<file path="config.mk">
export PLATFORM = sky130hd
export DESIGN_NAME = mixcol_engine
export DESIGN_NICKNAME = d
export VERILOG_FILES = /design/src/rtl/aes_pkg.sv /design/src/rtl/mixcol_col.sv /design/src/rtl/mixcol_engine.sv
export SDC_FILE = /design/constraint.sdc
export NUM_CORES = 1
export LEC_CHECK = 0
export CORE_MARGIN = 4
export CORE_UTILIZATION = 25
export CTS_CLUSTER_SIZE = 8
export DETAILED_ROUTE_END_ITERATION = 16
export PLACE_DENSITY = 0.46
export SLEW_MARGIN = 20
export SYNTH_ARGS = -nofsm -noshare
export SYNTH_HDL_FRONTEND = slang
export SYNTH_SLANG_ARGS = --single-unit
</file>
<file path="constraint.sdc">
create_clock -name clk -period 3.25 [get_ports clk]
set_input_delay 0.325 -clock clk [delete_from_list [all_inputs] [get_ports clk]]
set_output_delay 0.325 -clock clk [all_outputs]
set_load 0.05 [all_outputs]
</file>
<file path="src/rtl/aes_pkg.sv">
// Shared AES datapath types and GF(2^8) constant-coefficient multipliers (poly 0x11B).
package aes_pkg;

  localparam int COL_W   = 32;
  localparam int STATE_W = 128;

  typedef enum logic [1:0] {
    IDLE = 2'd0,
    BUSY = 2'd1,
    DONE = 2'd2
  } fsm_t;

  function automatic logic [7:0] xtime(input logic [7:0] b);
    return {b[6:0], 1'b0} ^ (b[7] ? 8'h1B : 8'h00);
  endfunction

  function automatic logic [7:0] gf_mul2(input logic [7:0] b);
    return xtime(b);
  endfunction

  function automatic logic [7:0] gf_mul3(input logic [7:0] b);
    return xtime(b) ^ b;
  endfunction

  function automatic logic [7:0] gf_mul9(input logic [7:0] b);
    return xtime(xtime(xtime(b))) ^ b;
  endfunction

  function automatic logic [7:0] gf_mulb(input logic [7:0] b);
    return xtime(xtime(xtime(b))) ^ xtime(b) ^ b;
  endfunction

  function automatic logic [7:0] gf_muld(input logic [7:0] b);
    return xtime(xtime(xtime(b))) ^ xtime(xtime(b)) ^ b;
  endfunction

  function automatic logic [7:0] gf_mule(input logic [7:0] b);
    return xtime(xtime(xtime(b))) ^ xtime(xtime(b)) ^ xtime(b);
  endfunction

endpackage

</file>
<file path="src/rtl/mixcol_col.sv">
// Combinational MixColumns / InvMixColumns of one 32-bit column (row 0 in bits [31:24]).
module mixcol_col
  import aes_pkg::*;
(
  input  logic [COL_W-1:0] in,
  input  logic             inv,
  output logic [COL_W-1:0] out
);

  logic [7:0] a0, a1, a2, a3;
  logic [7:0] f0, f1, f2, f3;
  logic [7:0] i0, i1, i2, i3;

  assign a0 = in[31:24];
  assign a1 = in[23:16];
  assign a2 = in[15:8];
  assign a3 = in[7:0];

  // Circulant matrix: each row rotates the coefficient set one position right.
  assign f0 = gf_mul2(a0) ^ gf_mul3(a1) ^ a2          ^ a3;
  assign f1 = a0          ^ gf_mul2(a1) ^ gf_mul3(a2) ^ a3;
  assign f2 = a0          ^ a1          ^ gf_mul2(a2) ^ gf_mul3(a3);
  assign f3 = gf_mul3(a0) ^ a1          ^ a2          ^ gf_mul2(a3);

  assign i0 = gf_mule(a0) ^ gf_mulb(a1) ^ gf_muld(a2) ^ gf_mul9(a3);
  assign i1 = gf_mul9(a0) ^ gf_mule(a1) ^ gf_mulb(a2) ^ gf_muld(a3);
  assign i2 = gf_muld(a0) ^ gf_mul9(a1) ^ gf_mule(a2) ^ gf_mulb(a3);
  assign i3 = gf_mulb(a0) ^ gf_muld(a1) ^ gf_mul9(a2) ^ gf_mule(a3);

  assign out = inv ? {i0, i1, i2, i3} : {f0, f1, f2, f3};

endmodule

</file>
<file path="src/rtl/mixcol_engine.sv">
// Sequential AES MixColumns engine, COLS_PER_CYCLE columns per BUSY cycle.
// Optional MIXCOL_BYPASS_EN adds in_bypass for the final round (no MixColumns).
module mixcol_engine
  import aes_pkg::*;
#(
  parameter int COLS_PER_CYCLE = 1
) (
  input  logic               clk,
  input  logic               rst_n,
  input  logic               in_valid,
  output logic               in_ready,
  input  logic [STATE_W-1:0] in_data,
  input  logic               in_inv,
`ifdef MIXCOL_BYPASS_EN
  input  logic               in_bypass,
`endif
  output logic               out_valid,
  input  logic               out_ready,
  output logic [STATE_W-1:0] out_data
);

  if (COLS_PER_CYCLE != 1 && COLS_PER_CYCLE != 2 && COLS_PER_CYCLE != 4) begin : g_bad_cpc
    $error("mixcol_engine: COLS_PER_CYCLE must be 1, 2 or 4");
  end

  localparam logic [1:0] STEP     = 2'(COLS_PER_CYCLE);
  localparam logic [1:0] LAST_GRP = 2'(4 - COLS_PER_CYCLE);

  // Handshake: a block moves on any edge where valid and ready are both high;
  // in_ready is high only in IDLE, out_valid only in DONE, and out_data always
  // shows the state register so it stays stable while out_ready is low.
  fsm_t               fsm_q;
  logic [1:0]         col_cnt;
  logic [STATE_W-1:0] state_q;
  logic               mode_q;
  logic               ready_q;
  logic               valid_q;

  logic [1:0]         col_idx [COLS_PER_CYCLE];
  logic [COL_W-1:0]   col_in  [COLS_PER_CYCLE];
  logic [COL_W-1:0]   col_out [COLS_PER_CYCLE];
  logic [STATE_W-1:0] next_state;

  always_comb begin
    for (int k = 0; k < COLS_PER_CYCLE; k++) begin
      col_idx[k] = col_cnt + 2'(k);
      col_in[k]  = '0;
      for (int c = 0; c < 4; c++) begin
        if (col_idx[k] == 2'(c)) col_in[k] = state_q[STATE_W-1-COL_W*c -: COL_W];
      end
    end
  end

  for (genvar k = 0; k < COLS_PER_CYCLE; k++) begin : g_col
    mixcol_col u_col (
      .in  (col_in[k]),
      .inv (mode_q),
      .out (col_out[k])
    );
  end

  // Only the columns of the current group are replaced; the rest pass through.
  always_comb begin
    next_state = state_q;
    for (int k = 0; k < COLS_PER_CYCLE; k++) begin
      for (int c = 0; c < 4; c++) begin
        if (col_idx[k] == 2'(c)) next_state[STATE_W-1-COL_W*c -: COL_W] = col_out[k];
      end
    end
  end

  always_ff @(posedge clk or negedge rst_n) begin
    if (!rst_n) begin
      fsm_q   <= IDLE;
      col_cnt <= '0;
      state_q <= '0;
      mode_q  <= 1'b0;
      ready_q <= 1'b1;
      valid_q <= 1'b0;
    end else begin
      case (fsm_q)
        IDLE: begin
          if (in_valid && ready_q) begin
            state_q <= in_data;
            mode_q  <= in_inv;
            col_cnt <= '0;
            ready_q <= 1'b0;
`ifdef MIXCOL_BYPASS_EN
            if (in_bypass) begin
              fsm_q   <= DONE;
              valid_q <= 1'b1;
            end else
`endif
            begin
              fsm_q <= BUSY;
            end
          end
        end
        BUSY: begin
          state_q <= next_state;
          if (col_cnt == LAST_GRP) begin
            col_cnt <= '0;
            fsm_q   <= DONE;
            valid_q <= 1'b1;
          end else begin
            col_cnt <= col_cnt + STEP;
          end
        end
        DONE: begin
          if (out_ready) begin
            fsm_q   <= IDLE;
            valid_q <= 1'b0;
            ready_q <= 1'b1;
          end
        end
        default: begin
          fsm_q   <= IDLE;
          valid_q <= 1'b0;
          ready_q <= 1'b1;
        end
      endcase
    end
  end

  assign in_ready  = ready_q;
  assign out_valid = valid_q;
  assign out_data  = state_q;

endmodule

</file>
# After elaboration in Yosys (flattened, before gate mapping)
# Index checks and enable logic that the tools add are counted.
dict set report classes {
  add_sub_neg 1
  n_eq_ne 11
  n_mux 36
  bitwise 66
  n_reduce_logical 13
}
# cell count
set op_table {}
lappend op_table {{$xor 8x8->8} 63}
lappend op_table {{$mux 32} 9}
lappend op_table {{$pmux 128 s2} 1}
lappend op_table {{$mux 128} 1}
lappend op_table {{$mux 5} 12}
lappend op_table {{$reduce_and 3->1} 7}
lappend op_table {{$ne 2x2->1 const B} 6}
lappend op_table {{$mux 2} 5}
lappend op_table {{$xor 8x5->8} 1}
lappend op_table {{$eq 2x2->1 const B} 3}
lappend op_table {{$pmux 1 s3} 2}
lappend op_table {{$pmux 2 s3} 1}
lappend op_table {{$eq 2x1->1 const B} 2}
lappend op_table {{$logic_not 2->1} 2}
lappend op_table {{$mux 1} 4}
lappend op_table {{$pmux 2 s2} 1}
lappend op_table {{$reduce_and 2->1} 2}
lappend op_table {{$add 2x1->2 const B} 1}
lappend op_table {{$not 1->1} 2}
lappend op_table {{$reduce_bool 2->1} 1}
lappend op_table {{$logic_and 1x1->1} 1}
dict set report word_totals {
  regBits 135
  input_bits 133
  out_inout_bits 130
  elab_cells 136
}

# Longest topological paths before layout
# Gate-level depths: netlist (run 1).
dict set report depth {
  depth_word 19
  mapped_depth 18
  ltp_nobuf 13
}

# By module
# From an unflattened synthesis (run 1), not the netlist that was laid out.
dict set report unflattened {
  hier_cells 1017
  hier_area_um2 10105.9
}
# module instances cells_per_inst area_per_inst_um2 seq_area_each_um2
set by_module_without_submodules {}
lappend by_module_without_submodules {mixcol_engine 1 745 7582.3 3379.5}
lappend by_module_without_submodules {mixcol_col 1 272 2523.7 0.0}

# Least setup slack after synthesis (run 1)
# Ideal clock, no wire load.
dict set report synth_path {
  path_type {register -> register}
  from {register col_cnt[0]}
  to {register state_q[11] (netlist: out_data[11])}
  setup_time_ns 0.144
  t_arrival_ns 3.315
  required_time_ns 3.106
  slack_ns -0.209
  stages_incl_launch_ff 14
  n_path_buf 1
  synth_period_minus_slack_ns 3.459
  path_cell_list {dfrtp_1 inv_1 ha_1 or2_1 buf_4 a221oi_1 nor2_2 xor3_2 xnor3_1 xnor3_2 xnor2_1 mux2i_1 xor2_1 a31oi_1}
}
dict set report synth_via {
  elab_chain_cells 17
  elab_cells_between_ends 49
  classes_between {eq/ne (4); mux (17); bitwise (26); reduce/logical (2)}
}
# element line
set synth_rtl {}
lappend synth_rtl {{start, declared} mixcol_engine.sv:33} ;# logic [1:0] col_cnt;
lappend synth_rtl {{start signal, assigned} mixcol_engine.sv:106} ;# col_cnt <= col_cnt + STEP;
lappend synth_rtl {{$logic_not 2->1} mixcol_engine.sv:49} ;# if (col_idx[k] == 2'(c)) col_in[k] = state_q[STATE_W-1-COL_W*c -: COL_W];
lappend synth_rtl {{$mux 32 (4 in series)} mixcol_engine.sv:49}
lappend synth_rtl {{$mux 5 or $xor 8x8->8 (tied branches)} aes_pkg.sv:14} ;# return {b[6:0], 1'b0} ^ (b[7] ? 8'h1B : 8'h00);
lappend synth_rtl {{$xor 8x8->8} aes_pkg.sv:14}
lappend synth_rtl {{$xor 8x8->8 or $mux 5 (tied branches)} aes_pkg.sv:14}
lappend synth_rtl {{$xor 8x8->8} aes_pkg.sv:14}
lappend synth_rtl {{$xor 8x8->8 (2 in series)} aes_pkg.sv:34} ;# return xtime(xtime(xtime(b))) ^ xtime(xtime(b)) ^ b;
lappend synth_rtl {{$xor 8x8->8 (3 in series)} mixcol_col.sv:27} ;# assign i2 = gf_muld(a0) ^ gf_mul9(a1) ^ gf_mule(a2) ^ gf_mulb(a3);
lappend synth_rtl {{$mux 32} mixcol_col.sv:30} ;# assign out = inv ? {i0, i1, i2, i3} : {f0, f1, f2, f3};
lappend synth_rtl {{$mux 32} mixcol_engine.sv:67} ;# if (col_idx[k] == 2'(c)) next_state[STATE_W-1-COL_W*c -: COL_W] = col_out[k];
lappend synth_rtl {{$pmux 128 s2} mixcol_engine.sv:81} ;# case (fsm_q)
lappend synth_rtl {{end signal, assigned} mixcol_engine.sv:84} ;# state_q <= in_data;
lappend synth_rtl {{end signal, assigned} mixcol_engine.sv:100} ;# state_q <= next_state;
lappend synth_rtl {{end, declared} mixcol_engine.sv:34} ;# logic [STATE_W-1:0] state_q;
# Several ways; a longest one is shown, not always the timed one. The select of a mux whose other input is x is not followed.
# A chain may end at the register's enable or synchronous reset.

# Worst setup path after layout (run 1)
# Same ends and word-level chain as after synthesis.

==> key figures, run 1 <==
Run status
  – Status: complete, but fails checks
  – Failing checks: negative setup slack

Critical path
  – Crit. End Element: flip-flop
  – Delay of the slowest critical-path stage: 0.46 ns
  – WP buf/inv: 4
  – Worst path arrival time: 3.70 ns
  – CP Cell Sequence: inv_4, ha_4, buf_6, nor2_1, o211ai_1, o311a_1, buf_12, xnor2_4, xnor3_1, xnor3_2, xnor2_2, mux2i_1, xor2_1, buf_4, a31oi_1
  – CP required: 3.55 ns
  – Crit Path Class: flip-flop to flip-flop
  – Family with the most delay on the worst path: XOR/XNOR gates
  – Critical path's slowest cell: dfrtp_2
  – Setup crit start kind: flip-flop
  – Crit Path Max Fanout: 14

Yosys
  – Area contributors post-synth: dfrtp_1 (37%), xnor2_1 (14%), nand2_1 (5.5%)
  – Post-synth EDFFs: 0
  – Ys async rst share: between 90% and 100%
  – Cell variety after synth: 60
  – Cells after synthesis: 1,025
  – Largest family of logic cells by synthesized area: compound AO/OA/AOI/OAI gates
  – Post-Synth XOR/XNOR Area: 22.6%
  – FF+latch count, synth: ~140
  – Avg Cell Area, Syn: 8.85 um^2
  – Syn Nets: 1,162
  – Mux cell area share after synthesis: 0.552%
  – Post-Syn Area: 9070 um^2
  – Yosys top cell area share: 37.0%
  – Synth Warn #: 0
  – Largest area contributor in the netlist: dfrtp_1
  – Synth Area in Adders: 0.552%
  – Sequential area share after synthesis: between 30 and 40%
  – Simple-gate portion of the synthesized area: around an eighth
  – Main synth FF type: dfrtp_1
  – Post-synthesis compound-gate area fraction: 22.8%

Place
  – GPL Wtd Cong: 0.909
  – Cell area after placement: 13,600 um^2
  – PortBufs: 262
  – DP HPWL: 32,300 um
  – Placed Instances: 1,859
  – Pre-CTS setup slack: -0.392 ns

Job
  – Max cap viols: 0

Detailed routing
  – First drt pass iteration count: 5
  – Initial drt markers: approximately 540
  – Vias/cell: 4.88
  – WL final: 42,900 um
  – Antenna-violating nets left: 0
  – DRC: 0
  – Wire length per cell: roughly 22 um
  – Met1 wire length: 19,800 um
  – Total number of vias: 9,476
  – Top layer in use: met4
  – DR WL met3: ~2800 um
  – Met2 Wirelength: 19,500 um

Layout
  – Post-route cell area: 15,900 um^2
  – Post-layout util: 44.6%
  – # diodes: 0
  – Area occupied by multi-input gates: 6640 um^2
  – Most frequent cells in the layout: clkdlybuf4s50_1 (261), buf_4 (189), dfrtp_1 (132), nand2_1 (120), nor2_1 (98)
  – Filler cells: 3,462
  – Finished Layout Cells: ~2,000
  – Layout cell share with drive strength beyond 1: 31.6%
  – Seq. cell area: 3380 um^2
  – P&R area growth vs syn: 75.2%
  – Final nets: about 1,600
  – Leading cell type in the layout, fill and taps excluded: clkdlybuf4s50_1

GRT
  – All-layer global routing usage: 21.1%
  – First-pass GRT wire length: around 63,000 um
  – Pin count of the biggest net entering global routing: 78
  – Initial antenna violation count: 0
  – Via count of the first global-routing pass: 9,735
  – Total gr overflow: 0

Timing
  – Worst setup margin: -0.152 ns
  – Final period utilization: 105%
  – Slew Limit Fails: 0
  – RSZ-0062 raised after global routing: true
  – Rel. slew slack: 27.8%
  – Fin. Hold Viols: 0
  – Fmax: 0.294 GHz
  – Least-Margin Pin Slew: 1.08 ns
  – Minimum clock period: between 3 and 4 ns
  – Final setup fails: 78
  – Clock skew: approximately 0.012 ns

Die
  – Ports: 263
  – Die area: 39,400 um^2
  – Vert. Die Dim: a little under 200 um
  – Die X: 198 um
  – FP Rows: 69
  – Initial Util: 25.4%
  – Total core area: ~36,000 um^2

CTS
  – CTS tree: yes
  – Number of H-tree levels: 4
  – Clock root cell: clkbuf_16
  – CTS Sinks: 135
  – Cts bufs inserted: 17
  – Worst-path clk slew: roughly 0.060 ns
  – Clock Latency Late Sink: 0.43 ns
  – Max clock buf depth: 2

Worst hold path
  – Worst hold path type: primary input to flip-flop
-- registers in the layout, summed over array words and instances, names as in the netlist --
name / flops
in_ready: 1
fsm_q: 2
mode_q: 1
out_valid: 1
col_cnt: 2
out_data: 128
-- per-layer routing --
| metal | vias to the layer above | track usage, % |
|---|---|---|
| li1 | 4466 | - |
| met1 | 4628 | 30.4 |
| met2 | 345 | 33.7 |
| met3 | 37 | 3.98 |
| met4 | 0 | 3.75 |
| met5 | - | 0 |
-- Yosys cell counts (all sizes together) (6+ instances only) --
cell and instances:
nor2 115, clkbuf 44, xor2 46, dfrtp 134, a22oi 9, o21a 10, a31oi 39, nand2 135
a21oi 88, o21ai 68, a221o 7, xnor3 11, o31ai 18, xnor2 150, o22ai 33, nor2b 6
buf 26, a221oi 20
-- layout make-up --
type / instances / area share (%)
multi-input cells: 815 / 41.8
flip-flops and latches: 135 / 21.3
clock buffers: 23 / 3.13
repair buffers: 495 / 29.4
well taps: 461 / 3.63
clock inverters: 9 / 0.575
inverters: 5 / 0.173
-- cells by family (layout without fill, tap and decap cells) --
kind of cell	Yosys count	count (layout)
buffers and inverters	75	532
flip-flops	135	135
AND/OR/NAND/NOR	277	277
adder cells (fa/ha/maj)	4	4
XOR/XNOR	208	208
AO/OA/AOI/OAI	321	321
multiplexers	5	5
-- worst register-to-register path, stage by stage, from the launching register on --
cell and delay (ns):
dfrtp_2 0.46, inv_4 0.10, ha_4 0.18, buf_6 0.24
nor2_1 0.10, o211ai_1 0.12, o311a_1 0.25, buf_12 0.14
xnor2_4 0.13, xnor3_1 0.36, xnor3_2 0.43, xnor2_2 0.15
mux2i_1 0.20, xor2_1 0.18, buf_4 0.16, a31oi_1 0.08
-- what timing repair did --
action,in CTS,in global routing
endpoints found under the setup margin,104,128
setup buffers,30,25
pin swaps,35,58
hold buffers,1,0
resized for setup,93,156
cloned,0,1
hold endpoints to repair,75,0
-- metrics by stage --
step	TNS, ns	hold slack (ns)
after floorplan	0	0.0294
after global placement	-12.69	0.415
after detailed placement	-15.45	0.405
after CTS	-5.33	0.447
after global routing	-18.46	0.456
final	-4.47	0.458
-- path summary, 6_finish.rpt --
path	start	end	slack, ns	cells past startpoint
max in group asynchronous	rst_n	out_data[47]	1.94	3
hold / removal	in_data[66]	out_data[66]	0.46	3
hold reg to reg	out_data[24]	out_data[24]	0.52	2
setup / recovery	col_cnt[0]	out_data[11]	-0.15	15
setup reg to reg	col_cnt[0]	out_data[11]	-0.15	15
min in group asynchronous	rst_n	out_data[29]	0.51	2
Power of run 1 is left out: the tool's default activity adds up to more than one toggle a clock period on the data nets, which glitch-free logic cannot reach.
==> run 2, diff against run 1 <==
REMOVE_ABC_BUFFERS = 1   (was unset)
==> key figures, run 2 (synthesis results as in run 1) <==
Place
  – DP HPWL: 32,400 um (+0.50%)
  – PortBufs: 262 (unchanged)
  – Placed Instances: 1,862 (+0.16%)
  – GPL Wtd Cong: 0.926 (+1.8%)

Die
  – Ports: 263 (unchanged)
  – Die X: 198 um (unchanged)
  – Initial Util: 25.4% (unchanged)
  – Total core area: 35,700 um^2 (unchanged)
  – Vert. Die Dim: 198 um (unchanged)
  – FP Rows: 69 (unchanged)
  – Die area: 39,400 um^2 (unchanged)

CTS
  – Worst-path clk slew: 0.06 ns (about the same)
  – Cts bufs inserted: 17 (unchanged)
  – Clock root cell: clkbuf_16
  – Number of H-tree levels: 4 (unchanged)
  – CTS tree: yes
  – CTS Sinks: 135 (unchanged)
  – Max clock buf depth: 2 (unchanged)
  – Clock Latency Late Sink: 0.43 ns (about the same)

Detailed routing
  – Total number of vias: 9,585 (+1.2%)
  – Initial drt markers: 475 (-12%)
  – DRC: 0 (unchanged)
  – Vias/cell: 4.93 (+1.2%)
  – Antenna-violating nets left: 0 (unchanged)
  – Wire length per cell: 22.4 um (+1.4%)
  – First drt pass iteration count: 5 (unchanged)
  – WL final: 43,500 um (+1.4%)

Critical path
  – Worst r2r path cells: 16 (+1)
  – Crit Path Max Fanout: 7 (-7)
  – Crit. End Element: flip-flop
  – Crit Path Class: flip-flop to flip-flop
  – Worst path arrival time: 3.86 ns (+0.16 ns)
  – FF-to-FF Start: col_cnt[0]
  – Critical R2R Capture: out_data[35]
  – CP Cell Sequence: inv_2, buf_6, ha_4, nor2b_4, buf_12, a221o_1, a22oi_4, xnor3_1, xnor2_2, xnor2_1, buf_4, xnor3_1, mux2i_2, xnor2_2, o221ai_1, nand2_1
  – Setup crit start kind: flip-flop
  – WP buf/inv: 4 (unchanged)
  – Critical path's slowest cell: xnor3_1
  – Family with the most delay on the worst path: XOR/XNOR gates
  – Delay of the slowest critical-path stage: 0.48 ns (+0.02 ns)
  – CP required: 3.57 ns (+0.02 ns)
  – R2R Setup Slk: -0.29 ns (-0.14 ns)
  – Worst path depth: 16 (+1)

Timing
  – Final setup fails: 84 (+7.7%)
  – Minimum clock period: 3.54 ns (+0.140 ns)
  – Slew Limit Fails: 0 (unchanged)
  – Rel. slew slack: 24.5% (-3.4 points)
  – RSZ-0062 raised after global routing: true
  – Fmax: 0.282 GHz (-4.0%)
  – Clock skew: 0.0130 ns (+0.000572 ns)
  – Final period utilization: 109% (+4.3 points)
  – Hold WS: 0.455 ns (-0.00206 ns)
  – Worst setup margin: -0.292 ns (-0.140 ns)
  – Fin. Hold Viols: 0 (unchanged)
  – Post-Route Setup TNS: -8.98 ns (-4.51 ns)
  – Least-Margin Pin Slew: 1.13 ns (+0.0505 ns)

GRT
  – First-pass GRT wire length: 63,300 um (+0.50%)
  – Via count of the first global-routing pass: 9,979 (+2.5%)
  – Initial antenna violation count: 1 (+1)
  – Pin count of the biggest net entering global routing: 69 (-12%)
  – All-layer global routing usage: 21.2% (+0.084 points)
  – Total gr overflow: 0 (unchanged)

Worst hold path
  – WHS Path Cells: 3 (unchanged)
  – Worst hold path type: primary input to flip-flop
  – Hold Path Sink: out_data[66]
  – HP Start: in_data[66]

Layout
  – Layout cell share with drive strength beyond 1: 34.5% (+2.9 points)
  – Post-layout util: 45.8% (+1.2 points)
  – Finished Layout Cells: 1,943 (unchanged)
  – Filler cells: 3,413 (-1.4%)
  – Final nets: 1,606 (unchanged)
  – # diodes: 0 (unchanged)
  – Most frequent cells in the layout: clkdlybuf4s50_1 (261), buf_4 (182), dfrtp_1 (133), nand2_1 (117), nor2_1 (95)
  – Leading cell type in the layout, fill and taps excluded: clkdlybuf4s50_1
  – Max FFs per register: 128 (unchanged)
  – P&R area growth vs syn: 80.0%

Run status
  – Failing checks: negative setup slack
  – Status: complete, but fails checks

Job
  – Max cap viols: 0 (unchanged)
[run 2: worst max-delay path by stage]
| stage | slack, ns | endpoint | start |
|---|---|---|---|
| 6_report | -0.29 | out_data[35] | col_cnt[0] |
| 3_3_place_gp | -0.45 | out_data[19] | col_cnt[0] |
| 2_1_floorplan | -1.41 | out_data[29] | fsm_q[1] |
| 3_5_place_dp | -0.50 | out_data[19] | col_cnt[0] |
| 4_1_cts | -0.25 | out_data[51] | col_cnt[1] |
| 5_1_grt | -0.45 | out_data[99] | col_cnt[0] |
[run 2: what timing repair did]
action | 4_1_cts | 5_1_grt
endpoints found under the setup margin | 123 | 128
hold endpoints to repair | 65 | 0
hold buffers | 1 | 0
gates resized for setup | 153 | 195
buffers inserted | 24 | 28
pin swaps | 138 | 107
[run 2: final cells by class]
cell class                 count  area, um^2  area share (%)
multi-input combinational    815        6950            42.6
clock inverter                12         275            1.69
inverter                       5        23.8           0.146
sequential                   135        3380            20.7
tap                          461         577            3.53
timing repair buffer         495        4670            28.6
clock buffer                  20         437            2.68
[run 2: metrics by stage]
stage / worst slack, ns / cell area [um^2]
6_report: -0.292 / 16300
5_1_grt: -0.453 / 16300
4_1_cts: -0.252 / 15100
3_5_place_dp: -0.504 / 13500
3_3_place_gp: -0.453 / 13500
2_1_floorplan: -1.41 / 8760
[run 2: worst reg2reg max path, cell delays in order (launching register included)]
cell and delay (ns):
dfrtp_1 0.39, inv_2 0.08, buf_6 0.12, ha_4 0.15, nor2b_4 0.14, buf_12 0.14
a221o_1 0.32, a22oi_4 0.20, xnor3_1 0.48, xnor2_2 0.20, xnor2_1 0.15, buf_4 0.15
xnor3_1 0.32, mux2i_2 0.21, xnor2_2 0.14, o221ai_1 0.17, nand2_1 0.08
[run 2: metal layers]
metal | vias up | global-route usage (%) | wire [um]
li1 | 4476 | - | -
met1 | 4786 | 28.8 | 19300
met2 | 282 | 35.7 | 21300
met3 | 41 | 3.47 | 2060
met4 | 0 | 4.94 | 784
met5 | - | 0 | 0
Power of run 2 is left out for the same reason.
==> run 3, diff against run 2 <==
SKIP_LAST_GASP = 1   (was unset)
SLEW_MARGIN = unset   (was 20)
==> key figures, run 3 (synthesis results as in run 1) <==
CTS
  – Number of H-tree levels: 4 (unchanged)
  – Max clock buf depth: 2 (unchanged)
  – CTS Sinks: 135 (unchanged)
  – Cts bufs inserted: 17 (unchanged)
  – CTS tree: yes
  – Clock root cell: clkbuf_16
  – Clock Latency Late Sink: 0.43 ns (about the same)
  – Worst-path clk slew: 0.07 ns (about the same)

Critical path
  – Worst setup path endpoint: out_data[35]
  – Crit. End Element: flip-flop
  – Delay of the slowest critical-path stage: 0.48 ns (about the same)
  – CP Cell Sequence: inv_2, buf_6, ha_4, nor2b_4, buf_12, a221o_1, a22oi_4, xnor3_1, xnor2_2, xnor2_1, buf_4, xnor3_1, mux2i_2, xnor2_2, o221ai_1, nand2_1
  – FF-to-FF Start: col_cnt[0]
  – Worst Setup SP: col_cnt[0]
  – Worst r2r path cells: 16 (unchanged)
  – Crit Path Max Fanout: 7 (unchanged)
  – CP required: 3.57 ns (about the same)
  – Worst path arrival time: 3.86 ns (about the same)
  – R2R Setup Slk: -0.29 ns (about the same)
  – Worst path depth: 16 (unchanged)
  – Critical path's slowest cell: xnor3_1
  – Setup crit start kind: flip-flop
  – Crit Path Class: flip-flop to flip-flop
  – WP buf/inv: 4 (unchanged)
  – Critical R2R Capture: out_data[35]
  – Family with the most delay on the worst path: XOR/XNOR gates

Timing
  – Final setup fails: 87 (+3.6%)
  – Fin. Hold Viols: 0 (unchanged)
  – Slew Limit Fails: 0 (unchanged)
  – Rel. slew slack: 24.9% (+0.47 points)
  – Post-Route Setup TNS: -9.42 ns (-0.443 ns)
  – Minimum clock period: 3.54 ns (-0.00237 ns)
  – Worst setup margin: -0.290 ns (+0.00237 ns)
  – RSZ-0062 raised after global routing: true
  – Fmax: 0.282 GHz (about the same)
  – Hold WS: 0.452 ns (-0.00318 ns)
  – Least-Margin Pin Slew: 1.13 ns (-0.00699 ns)
  – Final period utilization: 109% (about the same)
  – Clock skew: 0.0128 ns (-0.000208 ns)

GRT
  – Initial antenna violation count: 1 (unchanged)
  – Via count of the first global-routing pass: 9,979 (unchanged)
  – Total gr overflow: 0 (unchanged)
  – Pin count of the biggest net entering global routing: 69 (unchanged)
  – First-pass GRT wire length: 63,300 um (unchanged)
  – All-layer global routing usage: 21.2% (unchanged)

Layout
  – Max FFs per register: 128 (unchanged)
  – Finished Layout Cells: 1,943 (unchanged)
  – P&R area growth vs syn: 79.6%
  – # diodes: 0 (unchanged)
  – Area occupied by multi-input gates: 6930 um^2 (-0.29%)
  – Leading cell type in the layout, fill and taps excluded: clkdlybuf4s50_1
  – Layout cell share with drive strength beyond 1: 34.2% (-0.27 points)
  – Filler cells: 3,416 (+0.088%)
  – Most frequent cells in the layout: clkdlybuf4s50_1 (261), buf_4 (184), dfrtp_1 (133), nand2_1 (117), nor2_1 (95)
  – Final nets: 1,606 (unchanged)
  – Seq. cell area: 3380 um^2 (unchanged)

Detailed routing
  – First drt pass iteration count: 4 (-1)
  – Initial drt markers: 511 (+7.6%)
  – WL final: 43,400 um (-0.21%)
  – Vias/cell: 4.91 (-0.54%)
  – Antenna-violating nets left: 0 (unchanged)
  – DRC: 0 (unchanged)
  – Total number of vias: 9,533 (-0.54%)
  – Wire length per cell: 22.3 um (-0.21%)

Worst hold path
  – Worst hold path type: primary input to flip-flop

Die
  – Total core area: 35,700 um^2 (unchanged)
  – Ports: 263 (unchanged)
  – Initial Util: 25.4% (unchanged)
  – Die X: 198 um (unchanged)
  – Vert. Die Dim: 198 um (unchanged)
  – Die area: 39,400 um^2 (unchanged)
  – FP Rows: 69 (unchanged)

Run status
  – Status: complete, but fails checks
  – Failing checks: negative setup slack

Job
  – Max cap viols: 0 (unchanged)

Place
  – GPL Wtd Cong: 0.926 (unchanged)
  – PortBufs: 262 (unchanged)
  – DP HPWL: 32,400 um (unchanged)
  – Placed Instances: 1,862 (unchanged)
run 3: cell counts in the layout (fill, tap and decap cells not counted):
No cell type changed its count.
run 3: how the worst min path moves through the flow:
stage | start | end | cells past startpoint
after global placement | rst_n | out_valid | 1
after floorplan | rst_n | col_cnt[0] | 0
after global routing | in_data[66] | out_data[66] | 3
after CTS | in_data[112] | out_data[112] | 3
final | in_data[66] | out_data[66] | 3
after detailed placement | rst_n | out_valid | 1
run 3: final cells by class:
class                           count  share of cell area (%)
Multi-Input combinational cell    815                    42.6
Timing Repair Buffer              495                    28.6
Sequential cell                   135                    20.8
Tap cell                          461                    3.54
Clock buffer                       20                    2.68
Clock inverter                     12                    1.69
Inverter                            5                   0.146
run 3: worst register-to-register path: stages (launching register included):
cell	delay (ns)
dfrtp_1	0.39
inv_2	0.08
buf_6	0.12
ha_4	0.15
nor2b_4	0.14
buf_12	0.14
a221o_1	0.32
a22oi_4	0.20
xnor3_1	0.48
xnor2_2	0.20
xnor2_1	0.15
buf_4	0.15
xnor3_1	0.32
mux2i_2	0.21
xnor2_2	0.14
o221ai_1	0.17
nand2_1	0.08
run 3: timing repair:
item                                    4_1_cts  5_1_grt
hold buffers                                  1        0
endpoints found under the setup margin      123      128
hold endpoints to repair                     65        0
cloned                                        0        0
setup buffers                                24       28
resized for setup                           153      185
pin swaps                                   138      106
run 3: routing by layer:
metal	up-vias	routed length [um]	GRT usage [%]
li1	4476	-	-
met1	4749	19200	28.8
met2	266	21300	35.7
met3	42	2030	3.47
met4	0	783	4.94
met5	-	0	0
run 3: per-stage QoR:
step                      instance area, um^2  setup WS (ns)  utilization [%]
after floorplan                          8760          -1.41                -
after global placement                  13500         -0.453             37.8
after detailed placement                13500         -0.504             37.8
after CTS                               15100         -0.252             42.4
after global routing                    16300         -0.453             45.7
final                                   16300         -0.290             45.7
Power of run 3 is left out for the same reason.
